--- src/rtl/mem_access_unit.sv ---
// MEM-stage memory access unit: issues one load/store per instruction as a valid/ready
// data-cache transaction, stalls the pipeline until it completes and extends load results.
module mem_access_unit #(
  parameter int unsigned XLEN   = 64,
  parameter int unsigned ADDR_W = 64
) (
  input  logic                clk,
  input  logic                reset,
  input  logic                flush,
  input  logic                mem_read_in,
  input  logic                mem_write_in,
  input  logic [ADDR_W-1:0]   addr_in,
  input  logic [XLEN-1:0]     wdata_in,
  input  logic [1:0]          size_in,
  input  logic                unsigned_in,
  output logic                dc_req_valid,
  input  logic                dc_req_ready,
  output logic                dc_req_we,
  output logic [ADDR_W-1:0]   dc_req_addr,
  output logic [XLEN-1:0]     dc_req_wdata,
  output logic [XLEN/8-1:0]   dc_req_strb,
  input  logic                dc_resp_valid,
  input  logic [XLEN-1:0]     dc_resp_rdata,
  output logic                stall_out,
  output logic                load_valid,
  output logic [XLEN-1:0]     load_data,
  output logic                misalign_out
);

  localparam int unsigned StrbW = XLEN / 8;

  typedef enum logic [1:0] {StIdle, StReq, StWait, StDone} state_e;

  state_e              state_q, state_d;
  logic [2:0]          off_q, off_d;
  logic [1:0]          size_q, size_d;
  logic                unsigned_q, unsigned_d;
  logic                we_q, we_d;
  logic                kill_q, kill_d;
  logic                req_valid_q, req_valid_d;
  logic                req_we_q, req_we_d;
  logic [ADDR_W-1:0]   req_addr_q, req_addr_d;
  logic [XLEN-1:0]     req_wdata_q, req_wdata_d;
  logic [StrbW-1:0]    req_strb_q, req_strb_d;
  logic                load_valid_q, load_valid_d;
  logic [XLEN-1:0]     load_data_q, load_data_d;
  logic                misalign_q, misalign_d;

  logic                req_present;
  logic                misaligned;
  logic [StrbW-1:0]    strb_base;
  logic [XLEN-1:0]     resp_shifted;
  logic [XLEN-1:0]     load_ext;

  assign req_present = (mem_read_in | mem_write_in) & ~flush;

  // Alignment check and unshifted byte-enable pattern for the incoming request.
  always_comb begin
    misaligned = 1'b0;
    strb_base  = StrbW'(8'h01);
    case (size_in)
      2'd0: begin
        misaligned = 1'b0;
        strb_base  = StrbW'(8'h01);
      end
      2'd1: begin
        misaligned = addr_in[0];
        strb_base  = StrbW'(8'h03);
      end
      2'd2: begin
        misaligned = |addr_in[1:0];
        strb_base  = StrbW'(8'h0F);
      end
      default: begin
        misaligned = |addr_in[2:0];
        strb_base  = StrbW'(8'hFF);
      end
    endcase
  end

  // Byte-lane select and sign/zero extension of the cache response.
  always_comb begin
    resp_shifted = dc_resp_rdata >> {off_q, 3'b000};
    load_ext     = resp_shifted;
    case (size_q)
      2'd0:    load_ext = {{(XLEN-8){~unsigned_q & resp_shifted[7]}}, resp_shifted[7:0]};
      2'd1:    load_ext = {{(XLEN-16){~unsigned_q & resp_shifted[15]}}, resp_shifted[15:0]};
      2'd2:    load_ext = {{(XLEN-32){~unsigned_q & resp_shifted[31]}}, resp_shifted[31:0]};
      default: load_ext = resp_shifted;
    endcase
  end

  always_comb begin
    state_d      = state_q;
    off_d        = off_q;
    size_d       = size_q;
    unsigned_d   = unsigned_q;
    we_d         = we_q;
    kill_d       = kill_q;
    req_valid_d  = req_valid_q;
    req_we_d     = req_we_q;
    req_addr_d   = req_addr_q;
    req_wdata_d  = req_wdata_q;
    req_strb_d   = req_strb_q;
    load_valid_d = 1'b0;
    load_data_d  = load_data_q;
    misalign_d   = 1'b0;
    stall_out    = 1'b0;

    unique case (state_q)
      StIdle: begin
        if (req_present) begin
          stall_out  = 1'b1;
          off_d      = addr_in[2:0];
          size_d     = size_in;
          unsigned_d = unsigned_in;
          we_d       = ~mem_read_in;
          if (misaligned) begin
            state_d    = StDone;
            misalign_d = 1'b1;
          end else begin
            state_d     = StReq;
            req_valid_d = 1'b1;
            req_we_d    = ~mem_read_in;
            req_addr_d  = {addr_in[ADDR_W-1:3], 3'b000};
            req_wdata_d = wdata_in << {addr_in[2:0], 3'b000};
            req_strb_d  = strb_base << addr_in[2:0];
          end
        end
      end
      StReq: begin
        stall_out = 1'b1;
        if (flush) kill_d = 1'b1;
        // Valid is held until the handshake, even when the instruction has been killed.
        if (dc_req_ready) begin
          req_valid_d = 1'b0;
          state_d     = we_q ? StDone : StWait;
        end
      end
      StWait: begin
        stall_out = 1'b1;
        if (flush) kill_d = 1'b1;
        if (dc_resp_valid) begin
          state_d = StDone;
          if (!(kill_q | flush)) begin
            load_valid_d = 1'b1;
            load_data_d  = load_ext;
          end
        end
      end
      StDone: begin
        state_d = StIdle;
        kill_d  = 1'b0;
      end
      default: state_d = StIdle;
    endcase
  end

  always_ff @(posedge clk or posedge reset) begin
    if (reset) begin
      state_q      <= StIdle;
      off_q        <= '0;
      size_q       <= '0;
      unsigned_q   <= 1'b0;
      we_q         <= 1'b0;
      kill_q       <= 1'b0;
      req_valid_q  <= 1'b0;
      req_we_q     <= 1'b0;
      req_addr_q   <= '0;
      req_wdata_q  <= '0;
      req_strb_q   <= '0;
      load_valid_q <= 1'b0;
      load_data_q  <= '0;
      misalign_q   <= 1'b0;
    end else begin
      state_q      <= state_d;
      off_q        <= off_d;
      size_q       <= size_d;
      unsigned_q   <= unsigned_d;
      we_q         <= we_d;
      kill_q       <= kill_d;
      req_valid_q  <= req_valid_d;
      req_we_q     <= req_we_d;
      req_addr_q   <= req_addr_d;
      req_wdata_q  <= req_wdata_d;
      req_strb_q   <= req_strb_d;
      load_valid_q <= load_valid_d;
      load_data_q  <= load_data_d;
      misalign_q   <= misalign_d;
    end
  end

  assign dc_req_valid = req_valid_q;
  assign dc_req_we    = req_we_q;
  assign dc_req_addr  = req_addr_q;
  assign dc_req_wdata = req_wdata_q;
  assign dc_req_strb  = req_strb_q;
  assign load_valid   = load_valid_q;
  assign load_data    = load_data_q;
  assign misalign_out = misalign_q;

endmodule

--- config.mk ---
export PLATFORM = sky130hd
export DESIGN_NAME = mem_access_unit
export DESIGN_NICKNAME = d
export VERILOG_FILES = /design/src/rtl/mem_access_unit.sv
export SDC_FILE = /design/constraint.sdc
export NUM_CORES = 1
export LEC_CHECK = 0
export ABC_AREA = 1
export ABC_CLOCK_PERIOD_IN_PS = 7100
export CAP_MARGIN = 5
export CORE_ASPECT_RATIO = 1.2
export CORE_MARGIN = 2
export CORE_UTILIZATION = 30
export DETAILED_ROUTE_END_ITERATION = 6
export SLEW_MARGIN = 20
export SYNTH_ARGS = -nofsm -noshare
export SYNTH_HDL_FRONTEND = slang
export SYNTH_SLANG_ARGS = --single-unit
--- constraint.sdc ---
create_clock -name clk -period 7.1 [get_ports clk]
set_input_delay 1.42 -clock clk [delete_from_list [all_inputs] [get_ports clk]]
set_output_delay 1.42 -clock clk [all_outputs]
set_load 0.05 [all_outputs]
==> impl_metrics.toml, run 1 <==
[global_routing]
grtUsageMet1_pct = 26.2
gr-usage-met2_pct = 40.2
antenna_found_initial = 8
grt_max_degree = 124
grt_pass1_wl_mm = 70.4
busiest_layer = "met2"
overflow = 0
track_usage_pct = 22.6
grtUsageMet3_pct = 6.80
grt_pass1_vias = 12100

[place]
io_buffers = 403
place.gp.congestion = 0.942
dp_hpwl_mm = 33.3
dp.cells = 2436

[layout]
layout_commonest_cell = "nand2_1"
fin_util_pct = 44.0
stdcell_count = 2486
final_cell_mix = "658 x nand2_1, 401 x clkdlybuf4s50_1, 210 x dfrtp_1"
drive_gt1_share_pct = 5.14
finalNetCount = 2190
area_growth_pct = 44.0
num-fill-cells = 3884

[critical_path]
cpPeakStageDelay_ns = 0.88
cp_common_cell = "clkdlybuf4s50_1"
crit_fanout = 12
r2r-start = "state_q[0]$_DFFE_PP0P_"
path_cells = "clkdlybuf4s50_1 -> o21bai_1 -> nor2_1 -> inv_2 -> a21oi_1 -> clkdlybuf4s50_1"
r2r_slack_ns = 3.51
slowest_stage = "clkdlybuf4s50_1"
endpoint_kind = "output pin"
criticalPathCategory = "input pin to output pin"
crit_start = "flush"
reg2regPathDepth = 10
cp-start-kind = "input pin"
cp_data_arrival_time_ns = 3.91
worst-endpoint-required_ns = 5.68

[detailed_routing]
drt-total-wl_mm = 46.7
via_per_inst = 4.96
final_antenna_net_count = 0
vias = 12300
drt_iter0_drc = 786
drc_errors = 0
wl_per_cell_um = 18.8
first_pass_iters = 5

[pwr]
p_leak_uw = 0.00762
ir_worst_vdd_mv = 0.270
pwr_density_cell_nw_per_um2 = 517

[synthesis]
ys_types = 37
async_reset_ff_share_pct = 100
syn_area_per_cell_um2 = 7.02
yosysSeqAreaShare_pct = 45.5
syn_inst = 1651
syn_area_um2 = 11600
synth_ff_type = "dfrtp_1"
ys_ff_latch = 211
synth_edf_count = 0
ys_warn_count = 0

[clock_network]
clockBufferDepth = 3
cts_tree = "yes"
hold_buffers = 0
path_clk_slew_ns = 0.06
cts_setup_buffers = 0
cts-root-buf = "clkbuf_16"
clk_latency_ns = 0.55
cts_buffers = 25
cts.repair.resized = 0
cts.sinks = 211
ctsHtreeMaxLevel = 1

[timing]
skew_ns = 0.0129
rsz0062_at_grt = "false"
tightest_slew_ns = 1.00
setup-tns-final_ns = 0
relSlewSlack_pct = 33.1
slew_viol_final = 0
finalCritPeriodShare_pct = 75.0
fmax_ghz = 0.188
min_period_ns = 5.33
hold_viol = 0
setup_viol = 0

[floorplanning]
core_um2 = 38000
fp.dieW_um = 183
start_util_pct = 30.5
ioPinCount = 407
rows = 78
dieArea_um2 = 40300
die_h_um = 219

[hold_path]
hold_start = "dc_req_addr[19]$_DFFE_PP0P_"
hp-class = "flip-flop to flip-flop"
hold_depth = 2

[run_status]
status = "finished, final reports clean"

[flow_run]
drv_cap = 0
## worst paths after layout
kind,end
max,stall_out
min,dc_req_addr[19]$_DFFE_PP0P_
max reg2reg,dc_req_we$_DFFE_PP0P_
min reg2reg,dc_req_addr[19]$_DFFE_PP0P_
max in group asynchronous,dc_req_wdata[49]$_DFFE_PP0P_
min in group asynchronous,load_data[25]$_DFFE_PP0P_
## metal layers
metal,up-vias,wire (um)
li1,5956,-
met1,5798,17700
met2,492,23500
met3,77,4320
met4,8,1150
met5,-,54
## cell type report
class	instances	area, um^2	area share (%)
clock buffer	31	698	4.18
multi-input combinational	1272	5580	33.4
clock inverter	15	178	1.06
sequential	211	5280	31.6
tap	480	601	3.60
inverter	57	220	1.32
timing repair buffer	416	4130	24.8
antenna	4	10.0	0.0599
## cells in the mapped netlist, types with 2 or more instances
cell | instances | area, um^2
inv_1 | 46 | 173
clkbuf_1 | 38 | 143
nand2_2 | 2 | 12.5
buf_2 | 47 | 235
buf_4 | 13 | 97.6
o21a_1 | 7 | 52.6
inv_2 | 10 | 37.5
and2_1 | 4 | 25.0
or2_2 | 19 | 119
nand3_1 | 108 | 541
nand2_1 | 658 | 2470
o21ai_0 | 158 | 791
nor2_2 | 2 | 12.5
a21oi_1 | 56 | 280
buf_1 | 15 | 56.3
o211ai_1 | 31 | 233
o22a_1 | 4 | 35.0
o21ai_1 | 28 | 140
ha_1 | 5 | 62.6
nor2_4 | 2 | 22.5
nor2_1 | 171 | 642
a31oi_1 | 2 | 12.5
dfrtp_1 | 211 | 5280
## where the power goes
part | internal (uW) | switching, uW
logic | 1560 | 3570
registers | 1770 | 349
clock network | 812 | 570
## flip-flops by register name, summed over array words and instances, names as in the netlist
signal / flops
dc_req_valid: 1
dc_req_wdata: 64
size_q: 2
unsigned_q: 1
load_data: 64
dc_req_we: 1
load_valid: 1
dc_req_strb: 8
kill_q: 1
misalign_out: 1
we_q: 1
off_q: 3
dc_req_addr: 61
state_q: 2
## logic make-up (layout without fill, tap and decap cells)
logic type               Yosys count  count (layout)  synth area share (%)
adder cells (fa/ha/maj)            5               5                 0.539
flip-flops                       211             211                  45.5
AO/OA/AOI/OAI                    291             291                  13.6
other                              1               7                0.0323
buffers and inverters            170             519                  6.43
AND/OR/NAND/NOR                  973             973                  33.8
## stage by stage
step                      cell area [um^2]  power [uW]  hold WS, ns  worst slack, ns
final                                16700        8640        0.469             1.77
after global routing                 16700        9130        0.493             1.58
after CTS                            16700        8710        0.474             1.76
after detailed placement             15800        7290        0.459             1.78
after global placement               15800        7250        0.454             1.84
after floorplan                      11600        5470        0.454             2.94
## worst max-delay path: cells and delay by family
kind	cells	cell delay (ns)
AO/OA/AOI/OAI	2	0.42
buffers and inverters	3	1.58
AND/OR/NAND/NOR	1	0.49
Power figures use the tool's default switching activity.
==> run 2: changes to the inputs <==
--- a/config.mk
+++ b/config.mk
@@ -6,7 +6,7 @@
 export NUM_CORES = 1
 export LEC_CHECK = 0
 export ABC_AREA = 1
-export ABC_CLOCK_PERIOD_IN_PS = 7100
+export ABC_CLOCK_PERIOD_IN_PS = 5000
 export CAP_MARGIN = 5
 export CORE_ASPECT_RATIO = 1.2
 export CORE_MARGIN = 2
==> constraint.sdc (replaced) <==
create_clock -name clk -period 5 [get_ports clk]
set_input_delay 1 -clock clk [delete_from_list [all_inputs] [get_ports clk]]
set_output_delay 1 -clock clk [all_outputs]
set_load 0.05 [all_outputs]
==> impl_metrics.toml, run 2 (same netlist as run 1, synthesis figures left out) <==
[run_status]
status = "finished, final reports clean"

[timing]
rsz0062_at_grt = "false"
min_period_ns = 3.90
setup_viol = 0
skew_ns = 0.00948
finalCritPeriodShare_pct = 78.0
relSlewSlack_pct = 32.9
hold_viol = 0
slew_viol_final = 0
fmax_ghz = 0.256
setup-tns-final_ns = 0
tightest_slew_ns = 1.00

[detailed_routing]
dr.max_layer_used = "met5"
wl_per_cell_um = 18.7
drt-total-wl_mm = 46.7
vias = 12300
wl_met3_mm = 3.96
met2WireLength_mm = 23.6
drt_iter0_drc = 820
final_antenna_net_count = 0
met1_length_mm = 17.7
drc_errors = 0
via_per_inst = 4.92
first_pass_iters = 5

[pwr]
seqPwrFrac_pct = 24.6
pwr_density_cell_nw_per_um2 = 734
combPwrFrac_pct = 59.5
p_switching_uw = 6380
p_int_uw = 5940
ir_worst_vdd_mv = 0.408
switching_share_pct = 51.8
p_total_uw = 12300
clockPowerShare_pct = 15.9
p_leak_uw = 0.00766

[critical_path]
path_cells = "clkdlybuf4s50_1 -> o21bai_1 -> nor2_1 -> inv_2 -> a21oi_1 -> buf_12"
critical_path_buf_inv_count = 3
endpoint_kind = "output pin"
crit_fanout = 12
crit_family = "buffers and inverters"
cpPeakStageDelay_ns = 0.49
slowest_stage = "clkdlybuf4s50_1"
worst-endpoint-required_ns = 4.00
cp-start-kind = "input pin"
criticalPathCategory = "input pin to output pin"
cp_data_arrival_time_ns = 2.90

[global_routing]
grt_pass1_wl_mm = 70.3
track_usage_pct = 22.6
overflow = 0
grt_max_degree = 114
grt_pass1_vias = 12000
antenna_found_initial = 5

[place]
dp_hpwl_mm = 33.7
dp.cells = 2440
io_buffers = 403
place.gp.congestion = 0.898
placed_cell_area_um2 = 15900

[layout]
layout_commonest_cell = "nand2_1"
finalNetCount = 2196
design_area_um2 = 16800
num-fill-cells = 3892
final_cell_mix = "658 x nand2_1, 400 x clkdlybuf4s50_1, 210 x dfrtp_1"
stdcell_count = 2490
drive_gt1_share_pct = 5.18
ff_latch_area_um2 = 5280
multi_input_area_um2 = 5580
area_growth_pct = 44.7
fin_util_pct = 44.2

[floorplanning]
fp.dieW_um = 183
die_h_um = 219
rows = 78
ioPinCount = 407
core_um2 = 38000
dieArea_um2 = 40300
start_util_pct = 30.5

[clock_network]
clockBufferDepth = 3
clk_latency_ns = 0.55
hold_buffers = 0
path_clk_slew_ns = 0.06
cts_setup_buffers = 0
cts.repair.resized = 0
cts_tree = "yes"
cts.sinks = 211
cts_buffers = 26
cts-root-buf = "clkbuf_16"
ctsHtreeMaxLevel = 1

[flow_run]
drv_cap = 0

[hold_path]
hp-class = "flip-flop to flip-flop"
-- run 2: area by class of cell --
class | count | share of cell area [%]
inverter | 57 | 1.31
timing repair buffer | 421 | 25.1
tap | 480 | 3.58
antenna | 2 | 0.0298
sequential | 211 | 31.5
clock inverter | 6 | 0.559
clock buffer | 41 | 4.69
multi-input combinational | 1272 | 33.2
-- run 2: final timing paths --
kind,startpoint,endpoint,slack [ns],cells after the start
max,flush,stall_out,1.10,6
min,dc_req_addr[54]$_DFFE_PP0P_,dc_req_addr[54]$_DFFE_PP0P_,0.47,2
max reg2reg,state_q[0]$_DFFE_PP0P_,dc_req_wdata[8]$_DFFE_PP0P_,1.69,11
min reg2reg,dc_req_addr[54]$_DFFE_PP0P_,dc_req_addr[54]$_DFFE_PP0P_,0.47,2
max in group asynchronous,reset,dc_req_addr[14]$_DFFE_PP0P_,2.89,3
min in group asynchronous,reset,dc_req_addr[60]$_DFFE_PP0P_,1.02,2
-- run 2: worst min-delay path, stage by stage (launching register included) --
cell	delay, ns
dfrtp_1	0.34
nand2_1	0.05
nand2_1	0.05
-- run 2: through the flow --
step	setup WS (ns)	hold WS (ns)
6_report	1.10	0.466
5_1_grt	0.845	0.484
4_1_cts	1.08	0.472
3_5_place_dp	0.776	0.457
3_3_place_gp	0.820	0.453
2_1_floorplan	1.26	0.454
-- run 2: power groups by stage --
stage | combinational [uW] | clock [uW] | sequential [uW]
floorplan | 2110 | 0 | 5660
global placement | 7310 | 0 | 3040
detailed placement | 7370 | 0 | 3050
CTS | 7380 | 2000 | 3040
global route | 7800 | 2070 | 3130
finish | 7330 | 1960 | 3030
-- run 2: metal layers --
metal | vias up | track usage, %
met1 | 5766 | 25.9
met4 | 4 | 7.71
met2 | 416 | 40.3
li1 | 5980 | -
met5 | - | 0
met3 | 85 | 6.34
